===== config.mk =====
export PLATFORM = sky130hd
export DESIGN_NAME = rr_arbiter8
export DESIGN_NICKNAME = d
export VERILOG_FILES = /design/src/rtl/rr_arbiter8_pkg.sv /design/src/rtl/rr_arbiter8_pick.sv /design/src/rtl/rr_arbiter8.sv
export SDC_FILE = /design/constraint.sdc
export NUM_CORES = 1
export LEC_CHECK = 0
export ABC_AREA = 1
export CORE_MARGIN = 2
export CORE_UTILIZATION = 55
export DETAILED_ROUTE_END_ITERATION = 7
export GPL_ROUTABILITY_DRIVEN = 0
export GPL_TIMING_DRIVEN = 0
export PLACE_DENSITY_LB_ADDON = 0.05
export SYNTH_ARGS = -nofsm -noshare
export SYNTH_HDL_FRONTEND = slang
export SYNTH_SLANG_ARGS = --single-unit

===== constraint.sdc =====
create_clock -name clock_i -period 6.4 [get_ports clock_i]
set_input_delay 1.92 -clock clock_i [delete_from_list [all_inputs] [get_ports clock_i]]
set_output_delay 1.92 -clock clock_i [all_outputs]
set_load 0.01 [all_outputs]

===== src/rtl/rr_arbiter8_pkg.sv =====
// ============================================================================
// Module      : rr_arbiter8_pkg
// Description : Shared constants for the 8-way round-robin arbiter.
// Revision    : 1.0 - initial release
// ============================================================================
`default_nettype none

package rr_arbiter8_pkg;

    localparam int N_REQ  = 8;
    localparam int PTR_W  = 3;
    localparam int HOLD_W = 8;

    localparam logic [0:0] ST_IDLE  = 1'b0;
    localparam logic [0:0] ST_GRANT = 1'b1;

endpackage

`default_nettype wire


===== src/rtl/rr_arbiter8_pick.sv =====
// ============================================================================
// Module      : rr_pick8
// Description : Combinational rotating-priority picker, lowest index wins
//               starting from ptr.
// Revision    : 1.0 - initial release
// ============================================================================
`default_nettype none

module rr_pick8
    import rr_arbiter8_pkg::*;
(
    input  logic [N_REQ-1:0] req_i,
    input  logic [PTR_W-1:0] ptr_i,
    output logic             found_o,
    output logic [PTR_W-1:0] idx_o,
    output logic [N_REQ-1:0] onehot_o
);

    logic [2*N_REQ-1:0] w_dbl;
    logic [N_REQ-1:0]   w_rot;
    logic [PTR_W-1:0]   w_enc;

    // Rotating right by ptr puts the highest-priority requester at bit 0.
    assign w_dbl = {req_i, req_i} >> ptr_i;
    assign w_rot = w_dbl[N_REQ-1:0];

    always_comb begin
        w_enc = '0;
        for (int i = N_REQ - 1; i >= 0; i--) begin
            if (w_rot[i]) begin
                w_enc = i[PTR_W-1:0];
            end
        end
    end

    assign found_o  = |req_i;
    assign idx_o    = w_enc + ptr_i;
    assign onehot_o = found_o ? (N_REQ'(1) << idx_o) : '0;

endmodule

`default_nettype wire


===== src/rtl/rr_arbiter8.sv =====
// ============================================================================
// Module      : rr_arbiter8
// Description : 8-requester round-robin arbiter with registered one-hot grant,
//               release/withdraw/hold-limit exits and a dead cycle per handover.
// Revision    : 1.0 - initial release
// ============================================================================
`default_nettype none

module rr_arbiter8
    import rr_arbiter8_pkg::*;
#(
    parameter int MAX_HOLD = 0
) (
    input  logic             clock_i,
    input  logic             reset_i,
    input  logic [N_REQ-1:0] req_i,
    input  logic             release_i,
    output logic [N_REQ-1:0] grant_o,
    output logic             grant_valid_o,
    output logic [PTR_W-1:0] grant_id_o,
    output logic             any_req_o
);

    localparam bit              HOLD_EN   = (MAX_HOLD != 0);
    localparam logic [HOLD_W-1:0] HOLD_LAST = HOLD_EN ? HOLD_W'(MAX_HOLD - 1) : '0;

    logic [0:0]        state_q, state_d;
    logic [PTR_W-1:0]  ptr_q, ptr_d;
    logic [HOLD_W-1:0] hold_q, hold_d;
    logic [N_REQ-1:0]  grant_q, grant_d;
    logic              valid_q, valid_d;
    logic [PTR_W-1:0]  id_q, id_d;

    logic              w_found;
    logic [PTR_W-1:0]  w_idx;
    logic [N_REQ-1:0]  w_onehot;
    logic              w_exit;

    rr_pick8 u_pick (
        .req_i    (req_i),
        .ptr_i    (ptr_q),
        .found_o  (w_found),
        .idx_o    (w_idx),
        .onehot_o (w_onehot)
    );

    assign w_exit = release_i | ~req_i[id_q] | (HOLD_EN && (hold_q == HOLD_LAST));

    always_comb begin
        state_d = state_q;
        ptr_d   = ptr_q;
        hold_d  = hold_q;
        grant_d = grant_q;
        valid_d = valid_q;
        id_d    = id_q;
        case (state_q)
            ST_IDLE: begin
                if (w_found) begin
                    state_d = ST_GRANT;
                    grant_d = w_onehot;
                    valid_d = 1'b1;
                    id_d    = w_idx;
                    hold_d  = '0;
                end
            end
            default: begin
                if (w_exit) begin
                    // Owner moves to lowest priority; grant_id keeps the last owner.
                    state_d = ST_IDLE;
                    grant_d = '0;
                    valid_d = 1'b0;
                    ptr_d   = id_q + 1'b1;
                end else if (hold_q != {HOLD_W{1'b1}}) begin
                    hold_d = hold_q + 1'b1;
                end
            end
        endcase
    end

    always_ff @(posedge clock_i or posedge reset_i) begin
        if (reset_i) begin
            state_q <= ST_IDLE;
            ptr_q   <= '0;
            hold_q  <= '0;
            grant_q <= '0;
            valid_q <= 1'b0;
            id_q    <= '0;
        end else begin
            state_q <= state_d;
            ptr_q   <= ptr_d;
            hold_q  <= hold_d;
            grant_q <= grant_d;
            valid_q <= valid_d;
            id_q    <= id_d;
        end
    end

    assign grant_o       = grant_q;
    assign grant_valid_o = valid_q;
    assign grant_id_o    = id_q;
    assign any_req_o     = |req_i;

endmodule

`default_nettype wire


==> results of run 1 <==
==> layer usage <==
| layer | wire, µm | share of wire | global-route usage |
|---|---|---|---|
| met1 | 1300 | 0.42 | 0.260 |
| met2 | 1630 | 0.53 | 0.446 |
| met3 | 113 | 0.037 | 0.0219 |
| met4 | 36 | 0.012 | 0.0833 |
| met5 | 0 | 0 | 0 |
==> final cells by class <==
cell class / count / area, µm² / share of cell area
inverter: 17 / 76.3 / 0.0450
clock buffer: 4 / 36.3 / 0.0214
timing repair buffer: 23 / 230 / 0.136
buffer: 3 / 30.0 / 0.0177
multi-input combinational: 152 / 885 / 0.522
sequential: 16 / 400 / 0.236
tap: 30 / 37.5 / 0.0221
==> logic make-up after synthesis <==
family | count (synthesis) | synth area share
simple gates | 133 | 0.532
buf+inv | 20 | 0.0764
flops | 16 | 0.288
compound gates | 14 | 0.0585
fa+ha+maj | 3 | 0.0324
xor+xnor | 2 | 0.0126
==> worst min-delay path by stage <==
stage	start	endpoint	slack [ps]	depth (start not counted)
floorplan	grant_valid_o$_DFFE_PP0P_	grant_valid_o$_DFFE_PP0P_	510	2
global placement	grant_valid_o$_DFFE_PP0P_	grant_valid_o$_DFFE_PP0P_	450	2
detailed placement	grant_valid_o$_DFFE_PP0P_	grant_valid_o$_DFFE_PP0P_	460	2
CTS	grant_valid_o$_DFFE_PP0P_	grant_valid_o$_DFFE_PP0P_	480	2
global route	grant_o[0]$_DFFE_PP0P_	grant_o[0]$_DFFE_PP0P_	510	2
finish	grant_valid_o$_DFFE_PP0P_	grant_valid_o$_DFFE_PP0P_	480	2
==> cells in the final DEF, fill, tap and decap left out, drive strengths merged <==
cell type / n
nor2: 13
xor2: 1
nor3: 3
nand3: 32
inv: 17
nand4: 3
o211ai: 1
a21oi: 1
nand2: 81
buf: 3
clkbuf: 4
a21boi: 1
dfrtp: 16
o21ai: 10
clkdlybuf4s50: 23
o21bai: 1
xnor2: 1
nand3b: 1
fa: 1
ha: 2
==> state kept, by name, indices dropped and copies added (netlist names) <==
name	cells
grant_id_o	3
ptr_q	3
grant_o	8
grant_valid_o	1
state_q	1
==> worst reg2reg max path, delay by kind of cell (launching register included) <==
| family | cells | cell delay (ps) |
|---|---|---|
| adder cells (fa/ha/maj) | 2 | 530 |
| buffers and inverters | 4 | 400 |
| flip-flops | 1 | 410 |
| XOR/XNOR | 1 | 260 |
| AO/OA/AOI/OAI | 1 | 180 |
| AND/OR/NAND/NOR | 13 | 970 |
==> power groups by stage <==
stage / logic (mW) / clock network [mW] / registers [mW]
6_report: 0.718 / 0.0671 / 0.168
5_1_grt: 0.808 / 0.0732 / 0.173
4_1_cts: 0.720 / 0.0679 / 0.168
3_5_place_dp: 0.715 / 0 / 0.170
3_3_place_gp: 0.695 / 0 / 0.168
2_1_floorplan: 0.556 / 0 / 0.174
==> through the flow <==
step | hold slack, ps | util | power, mW | cell area [µm²] | cells
floorplan | 509 | - | 0.729 | 1390 | 188
global placement | 455 | 0.682 | 0.863 | 1660 | 241
detailed placement | 461 | 0.682 | 0.885 | 1660 | 241
CTS | 481 | 0.697 | 0.956 | 1700 | 245
global route | 515 | 0.697 | 1.05 | 1700 | 245
finish | 479 | 0.697 | 0.954 | 1700 | 245
==> flow_summary.ini, run 1 <==
[status]
status = complete, no violations

[worst_setup_path]
r2r_slack_ps = 3530
cp-start-kind = primary input
r2r_start = ptr_q[0]$_DFFE_PP0P_
crit_buf_inv = 2
worstSetupPathType = in -> out
crit_top_cell = clkdlybuf4s50_1
slowest_stage = clkdlybuf4s50_1
r2r_cells = 21
cpLargestDelayFamily = buffers and inverters
arrival_ps = 3390
end_kind = output port
cp-endpoint = any_req_o
cp_num_cells = 6
startpoint = req_i[4]
cpPeakStageDelay_ps = 520
crit_chain = clkdlybuf4s50_1 -> nor2_1 -> nand2_1 -> nor3_1 -> nand3_1 -> clkdlybuf4s50_1
rr_endpoint = grant_o[2]$_DFFE_PP0P_
required_ps = 4480
cp_max_fo = 4

[cells_and_area]
syn2layout_area_growth_pct = 21.9
drive_above_1_share = 0.237
final_nets = 230
antenna_cells = 0
n_fill_cell = 218

[global_route]
grt_use_total = 0.231
grt_max_degree = 17
overflow = 0
grt_pass1_vias = 1232
grt_pass1_wl_um = 4990
antenna_found_initial = 0

[floorplan]
fp.dieH_um = 54.3
die_area_mm2 = 0.00295
die-width_um = 54.3
pin_count = 24
start_util = 0.572
num_rows = 18
core-area_mm2 = 0.00243

[power]
p_comb_frac = 0.753
p_leak_nw = 0.859
seqPwrFrac = 0.177
p_sw_frac = 0.543
p_switching_mw = 0.517
power_density_mw_per_mm2 = 562
ir_drop_mv = 0.416
p_clk_frac = 0.070
intPower_mw = 0.436

[hold_path]
hold_path_class = reg -> reg

[synth]
syn_nets = 202
synthFlopType = dfrtp_1
synth_common_cells = nand2_1 (61), nand3_1 (18), dfrtp_1 (16), nand2_2 (15), nand3_2 (13)
synthArstFlopShare = 1.00
synth_area_leaders = dfrtp_1 (29%), nand2_1 (16%), nand3_2 (9.4%)
synth_top_area_cell = dfrtp_1
synth_most_common_cell = nand2_1
syn_area_mm2 = 0.00139
ys_seq_elements = 16
yosysSeqAreaShare = 0.288
yosysTopAreaCellShare = 0.288
syn_avg_cell_area_um2 = 7.40
post_synth_num_cell_types = 30
syn_inst = 188
yosys_warnings = 0
synth_edf_count = 0

[clocking]
tritoncts.num_buffers = 3
root_buffer = clkbuf_4
cts_max_level = 1
clk_latency_ps = 290
cts_buffer_depth = 2
postCtsSetupBuffers = 0
clock-sinks = 16
cts.clk_slew.worst_paths_ps = 90
post_cts_resized = 0
cts_tree = done
cts_hold_buf = 0

[placed_design]
io_buffers = 23
dp_slack_ps = 1100
dp_hpwl_um = 2430

[routing]
vias = 1314
drtPass1Iterations = 4
routed_wl_um = 3080
wl_per_cell_um = 12.6
avgViaCountPerCell = 5.36
drt-initial-drc-count = 23
ant_nets = 0
drc = 0

[sta]
max_freq_mhz = 188
rsz0062_at_grt = false
worstMarginPinSlew_ps = 577
fin_worst_skew_ps = 3.33
fin_setup_tns_ps = 0
fin_ws_ps = 1090
report.final.slew_viol_count = 0
hold_viol = 0
relSlewSlack = 0.615
setup_violations = 0
period_minus_slack_ps = 5310
finalCritPeriodShare = 0.829

[run]
cap_viol_max_count = 0
(Power assumes the default switching activity.)
==> run 2, diff against run 1 <==
--- a/config.mk
+++ b/config.mk
@@ -7,7 +7,7 @@
 export LEC_CHECK = 0
 export ABC_AREA = 1
 export CORE_MARGIN = 2
-export CORE_UTILIZATION = 55
+export CORE_UTILIZATION = 48
 export DETAILED_ROUTE_END_ITERATION = 7
 export GPL_ROUTABILITY_DRIVEN = 0
 export GPL_TIMING_DRIVEN = 0
==> constraint.sdc (replaced) <==
create_clock -name clock_i -period 4.85 [get_ports clock_i]
set_input_delay 1.455 -clock clock_i [delete_from_list [all_inputs] [get_ports clock_i]]
set_output_delay 1.455 -clock clock_i [all_outputs]
set_load 0.01 [all_outputs]
==> flow_summary.ini, run 2 (synthesis gave the netlist of run 1 again) <==
[sta]
setup_violations = 0
relSlewSlack = 0.608
fin_worst_skew_ps = 4.84
worstMarginPinSlew_ps = 588
finalCritPeriodShare = 0.905
fin_setup_tns_ps = 0
rsz0062_at_grt = false
report.final.slew_viol_count = 0
max_freq_mhz = 228
period_minus_slack_ps = 4390
hold_viol = 0

[global_route]
grt_pass1_vias = 1298
antenna_found_initial = 0
grt_use_total = 0.203
overflow = 0
grt_max_degree = 17
grt_pass1_wl_um = 5380

[routing]
routed_wl_um = 3070
wl_per_cell_um = 12.5
avgViaCountPerCell = 5.24
ant_nets = 0
drtPass1Iterations = 4
drc = 0
vias = 1290
drt-initial-drc-count = 15

[cells_and_area]
n_fill_cell = 247
final_cell_mix = nand2_1 (61), clkdlybuf4s50_1 (23), nand3_1 (18)
drive_above_1_share = 0.237
final_util = 0.615
syn2layout_area_growth_pct = 21.9
largest_register_ffs = 8
final_nets = 230
multi_input_area_um2 = 885
antenna_cells = 0
layout_commonest_cell = nand2_1
regArea_um2 = 400

[hold_path]
holdPathStages = 2
hold_path_class = reg -> reg

[status]
status = complete, no violations

[clocking]
postCtsSetupBuffers = 0
clk_latency_ps = 290
clock-sinks = 16
root_buffer = clkbuf_4
cts_max_level = 1
tritoncts.num_buffers = 3
cts_buffer_depth = 2
cts_tree = done
cts_hold_buf = 0
cts.clk_slew.worst_paths_ps = 90
post_cts_resized = 0

[floorplan]
die_area_mm2 = 0.00335
fp.dieH_um = 57.8
core-area_mm2 = 0.00276
num_rows = 19
die-width_um = 57.8
start_util = 0.505
pin_count = 24

[worst_setup_path]
r2r_cells = 21
r2r_start = ptr_q[0]$_DFFE_PP0P_
cp_max_fo = 4
r2r_slack_ps = 1960
required_ps = 3390
cp-start-kind = primary input
end_kind = output port
worstSetupPathType = in -> out
rr_endpoint = grant_o[0]$_DFFE_PP0P_
cp-endpoint = any_req_o
arrival_ps = 2930
startpoint = req_i[4]

[power]
power_density_mw_per_mm2 = 740
p_sw_frac = 0.541
p_clk_frac = 0.070
ir_drop_mv = 0.578
seqPwrFrac = 0.177
intPower_mw = 0.576
p_comb_frac = 0.753
p_switching_mw = 0.679
p_leak_nw = 0.859

[placed_design]
dp_hpwl_um = 2390
io_buffers = 23

[run]
cap_viol_max_count = 0
run 2: cell counts in the layout (fill, tap and decap cells not counted):
No cell type changed its count.
run 2: power groups by stage:
stage	sequential [mW]	combinational [mW]	clock, mW
after floorplan	0.229	0.733	0
after global placement	0.222	0.921	0
after detailed placement	0.226	0.940	0
after CTS	0.223	0.948	0.0902
after global routing	0.230	1.06	0.0961
final	0.222	0.945	0.0878
run 2: how the worst min path moves through the flow:
stage,end,from
after detailed placement,grant_valid_o$_DFFE_PP0P_,grant_valid_o$_DFFE_PP0P_
after floorplan,grant_valid_o$_DFFE_PP0P_,grant_valid_o$_DFFE_PP0P_
after global placement,grant_valid_o$_DFFE_PP0P_,grant_valid_o$_DFFE_PP0P_
final,grant_valid_o$_DFFE_PP0P_,grant_valid_o$_DFFE_PP0P_
after CTS,grant_valid_o$_DFFE_PP0P_,grant_valid_o$_DFFE_PP0P_
after global routing,grant_valid_o$_DFFE_PP0P_,grant_valid_o$_DFFE_PP0P_
run 2: worst max-delay path: stages:
cell and delay (ps):
clkdlybuf4s50_1 510, nor2_1 150, nand2_1 60, nor3_1 120, nand3_1 140, clkdlybuf4s50_1 510
run 2: area by class of cell:
class / instances / share of cell area
Buffer: 3 / 0.0177
Clock buffer: 4 / 0.0214
Inverter: 17 / 0.0450
Multi-Input combinational cell: 152 / 0.521
Sequential cell: 16 / 0.236
Tap cell: 31 / 0.0229
Timing Repair Buffer: 23 / 0.136
run 2: metal layers:
layer	track usage	vias to the layer above	routed length [µm]
li1	-	663	-
met1	0.242	596	1390
met2	0.385	29	1570
met3	0.0156	2	92
met4	0.0598	0	22
met5	0	-	0
run 2: through the flow:
step	hold WS (ps)	area (µm²)	setup WS, ps	std cells	total power, mW
finish	483	1700	463	246	1.25
global route	505	1700	386	246	1.39
CTS	485	1700	467	246	1.26
detailed placement	464	1660	472	242	1.17
global placement	455	1660	457	242	1.14
floorplan	509	1390	1330	188	0.963
==> variant 1: new RTL, flow settings as in run 2 <==
The package constant `PTR_W` goes from 3 to 2.
--- a/src/rtl/rr_arbiter8_pkg.sv
+++ b/src/rtl/rr_arbiter8_pkg.sv
@@ -8,7 +8,7 @@
 package rr_arbiter8_pkg;
 
     localparam int N_REQ  = 8;
-    localparam int PTR_W  = 3;
+    localparam int PTR_W  = 2;
     localparam int HOLD_W = 8;
 
     localparam logic [0:0] ST_IDLE  = 1'b0;
Interface: changed (resized grant_id_o); port bits go from 24 to 23. The function was not compared with the original's and may differ.
==> variant 1 against run 2 <==
- largest cell class unchanged
- global-route usage shrank 1.1 points
- routed wire length shrank 42%
- synthesized area shrank 38%
- clock skew is essentially flat
- critical path type unchanged
- critical path depth is the same
- sequential share of layout area shrank 0.92 points
- setup slack gained 0.010 ns
- cell area shrank 35%
- highest routed layer unchanged
- total power shrank 43%
- register-to-register slack gained 0.87 ns
- sequential cell count shrank 6
- cell count shrank 27%
==> variant 1: results (changes against run 2) <==
- Status: finished, final reports clean
- Input/output buffers: 18 (-22%)
- Largest net degree at the start of global routing: 11 (-6)
- Seq cells: 10 (-6)
- Final core utilization: 64.6% (+3.1 points)
- Adder-Cell Fraction of Synth Area: 1.46% (-1.8 points)
- Cells after synthesis: 130 (-31%)
- Worst ir drop on vdd: 0.357 mV (-38%)
- P_int: 358 uW (-38%)
- Yosys warning count: 0 (unchanged)
- Multi-input gates: 103 (-32%)
- Worst hold slack: 0.478 ns (-0.00487 ns)
- FILL cells: 161 (-35%)
- Area of the multi-input gates: 509 um2 (-42%)
- Commonest cells in the netlist: 44 x nand2_1, 16 x nand3_1, 13 x nand2_2
- NonClk Buf Share: 20.7% (+5.4 points)
- Cell count after placement: 176 (-27%)
- Distinct cells, synth: 24 (-20%)
- P_clk: 57.0 uW (-35%)
- Detailed Route Iter0 Violations: 14 (-1)
- Routed length per placed instance: 9.99 um (-20%)
- Arr. time, crit path: 2.92 ns (about the same)
- Post-DP HPWL: 1430 um (-40%)
- Pwr Total: 718 uW (-43%)
- R2R Setup Slk: 2.83 ns (+0.87 ns)
- Via/cell ratio: 4.68 (-11%)
- Lkg Pwr: 0.562 nW (-35%)
- Non-clock buffers: 24 (-7.7%)
- ANT cells: 0 (unchanged)
- Reg area: 250 um2 (-38%)
- Taps Inserted: 25 (-19%)
- Compound-cell area share of the yosys netlist: 8.89% (+3.0 points)
- Clk_skew: 0.00491 ns (+0.0000728 ns)
- Post-Synth XOR/XNOR Area: 2.04% (+0.78 points)
- First-pass GRT wire length: 2990 um (-44%)
- Max stage delay on crit path: 0.48 ns (-0.03 ns)
- Clock network area share: 2.04% (-0.098 points)
- Final Net Count: 168 (-27%)
- Flop pwr share: 21.3% (+3.6 points)
- Total number of vias: 838 (-35%)
- Synth area leaders: dfrtp_1 29%, nand2_1 19%, nand2_2 9.5%, nand3_1 9.3%, buf_4 4.4%
- Setup slack after layout: 0.473 ns (+0.0102 ns)
- Post-cts sizing count: 0 (unchanged)
- Number of global-route vias before repair: 722 (-44%)
- Post-synthesis sequential area ratio: 29.2% (+0.38 points)
- Max FFs per register: 4 (-4)
- Inverter count: 14 (-3)
- Global Route Usage Sum: 19.2% (-1.1 points)
- Clock Latency Late Sink: 0.27 ns (-0.02 ns)
- Post-DP Area: 1080 um2 (-35%)
- Htree depth: 1 (unchanged)
- CTS clk-pin slew, worst paths: 0.06 ns (-0.03 ns)
- Placement Setup Slack: 0.495 ns (+0.0225 ns)
- Layout cells sized above 1: 22.1% (-1.6 points)
-- variant 1: cell count changes in the layout (fill, tap and decap cells not counted), sizes merged, moves of 3 or more --
cell | run 2 | this run
conb | 0 | 4
dfrtp | 16 | 10
nand2 | 81 | 58
inv | 17 | 12
buf | 3 | 6
nand4 | 3 | 0
nor2 | 13 | 8
nand3 | 32 | 17
clkdlybuf4s50 | 23 | 18
nor3 | 3 | 0
-- variant 1: final timing paths --
check	to	cells past startpoint	startpoint
setup / recovery	any_req_o	6	req_i[1]
hold / removal	grant_valid_o	2	grant_valid_o
setup reg to reg	grant_id_o[1]	18	ptr_q[0]
hold reg to reg	grant_valid_o	2	grant_valid_o
max in group asynchronous	state_q	2	reset_i
min in group asynchronous	grant_o[2]	2	reset_i
-- variant 1: metal layers --
metal	routed length, um	vias to the layer above	track usage [%]
met5	0	-	0
met4	21	0	10.3
met3	34	2	1.18
met2	886	12	31.4
met1	847	372	25.1
li1	-	452	-
==> variant 2: new RTL, flow settings as in run 2 <==
Without the edit above. Make the reset (`reset_i`) synchronous in one clocked block.
--- a/src/rtl/rr_arbiter8.sv
+++ b/src/rtl/rr_arbiter8.sv
@@ -77,7 +77,7 @@
         endcase
     end
 
-    always_ff @(posedge clock_i or posedge reset_i) begin
+    always_ff @(posedge clock_i) begin
         if (reset_i) begin
             state_q <= ST_IDLE;
             ptr_q   <= '0;
Check against the original RTL: differs if reset_i is asserted again (counterexample within 4 cycles, from zero or initial values and one cycle with reset_i high); with reset_i held inactive, the same outputs for 10 cycles.
==> variant 2 against run 2 <==
- critical endpoint unchanged
- highest routed layer is now met3
- maximum frequency fell by 5.6%
- routed wire length fell by 5.2%
- clock skew fell by 0.0026 ns
- synthesized area fell by 5.3%
- sequential cell count did not move
- cell area fell by 5.0%
- setup slack got worse by 0.26 ns
- utilization rose by 1.8 points
Power is not compared: it rests on default switching activity, and its combinational part moved more than twofold at a synthesized area within 25%.
==> variant 2: results (changes against run 2) <==
- Status: finished, final reports clean
- Top layer in use: met3
- Placement Setup Slack: 0.216 ns (-0.256 ns)
- Largest net degree at the start of global routing: 11 (-6)
- Input/output buffers: 22 (-4.3%)
- Met1 WL: 1440 um (+3.5%)
- Drt total wl: 2910 um (-5.2%)
- Layout cells sized above 1: 23.1% (-0.61 points)
- Synth async-reset ratio: 0% (-100 points)
- Multi-input combinational area share: 55.4% (+3.3 points)
- RR Startpoint: ptr_q[0]
- Detailed Route Iter0 Violations: 29 (+14)
- Post-synthesis sequential area ratio: 24.3% (-4.5 points)
- Syn nets: 200 (-0.99%)
- First-pass GRT wire length: 5100 um (-5.3%)
- Headroom to the max-slew limit: 69.6% (+8.8 points)
- Via/cell ratio: 5.28 (+0.63%)
- Max stage delay on crit path: 0.51 ns (about the same)
- Fraction of area in registers: 19.9% (-3.7 points)
- Post-DP HPWL: 2370 um (-0.74%)
- Number of global-route vias before repair: 1163 (-10%)
- Met1 usage: 28.2% (+4.0 points)
- Number of buffers created by CTS: 3 (unchanged)
- Commonest cells in the netlist: 50 x nand2_1, 16 x dfxtp_1, 14 x nand3_1
- Clk_skew: 0.00224 ns (-0.00260 ns)
- DR WL met2: 1360 um (-13%)
- Grt met3 use: 4.15% (+2.6 points)
- Final Net Count: 227 (-1.3%)
- Reg area: 320 um2 (-20%)
- Post-DP Area: 1580 um2 (-5.1%)
- Multi-input gates: 150 (-1.3%)
- Inverter count: 16 (-1)
- NonClk Buf Share: 15.8% (+0.42 points)
- CORE AREA: 2540 um2 (-7.7%)
- Distinct cells, synth: 31 (+3.3%)
- Synth area leaders: dfxtp_1 24%, nand2_1 14%, nand3_2 9.9%, nand2_4 6.8%, nand3_1 5.3%
- Non-clock buffers: 26 (unchanged)
- Clock network area share: 2.25% (+0.11 points)
- Global Route Usage Sum: 19.6% (-0.71 points)
- HP Start: grant_o[0]
- Wire length on met3: 117 um (+27%)
- Arr. time, crit path: 3.19 ns (+0.26 ns)
-- variant 2: cells by family after synthesis --
kind of cell | share of synthesized area [%]
AOI/OAI and AO/OA | 13.2
xor gates and xnor gates | 1.33
adders and majority gates | 3.42
buffers and inverters | 7.88
DFF | 24.3
and+or+nand+nor | 49.9
-- variant 2: worst paths after layout --
path                end  slack (ns)  cells after the start
min reg2reg  grant_o[0]        0.46                      2
max           any_req_o        0.20                      5
min          grant_o[0]        0.46                      2
max reg2reg  grant_o[4]        2.10                     20
-- variant 2: stage by stage --
stage          cells  power (mW)
4_1_cts          242       0.674
2_1_floorplan    186       0.479
6_report         242       0.670
3_5_place_dp     238       0.587
3_3_place_gp     238       0.580
5_1_grt          242       0.732
-- variant 2: report_power, final --
group | total, mW | switching (mW) | leakage (nW) | internal [mW]
combinational | 0.404 | 0.242 | 0.531 | 0.162
clock | 0.0851 | 0.0394 | 0.0210 | 0.0457
sequential | 0.181 | 0.0216 | 0.131 | 0.159
total | 0.670 | 0.303 | 0.684 | 0.367
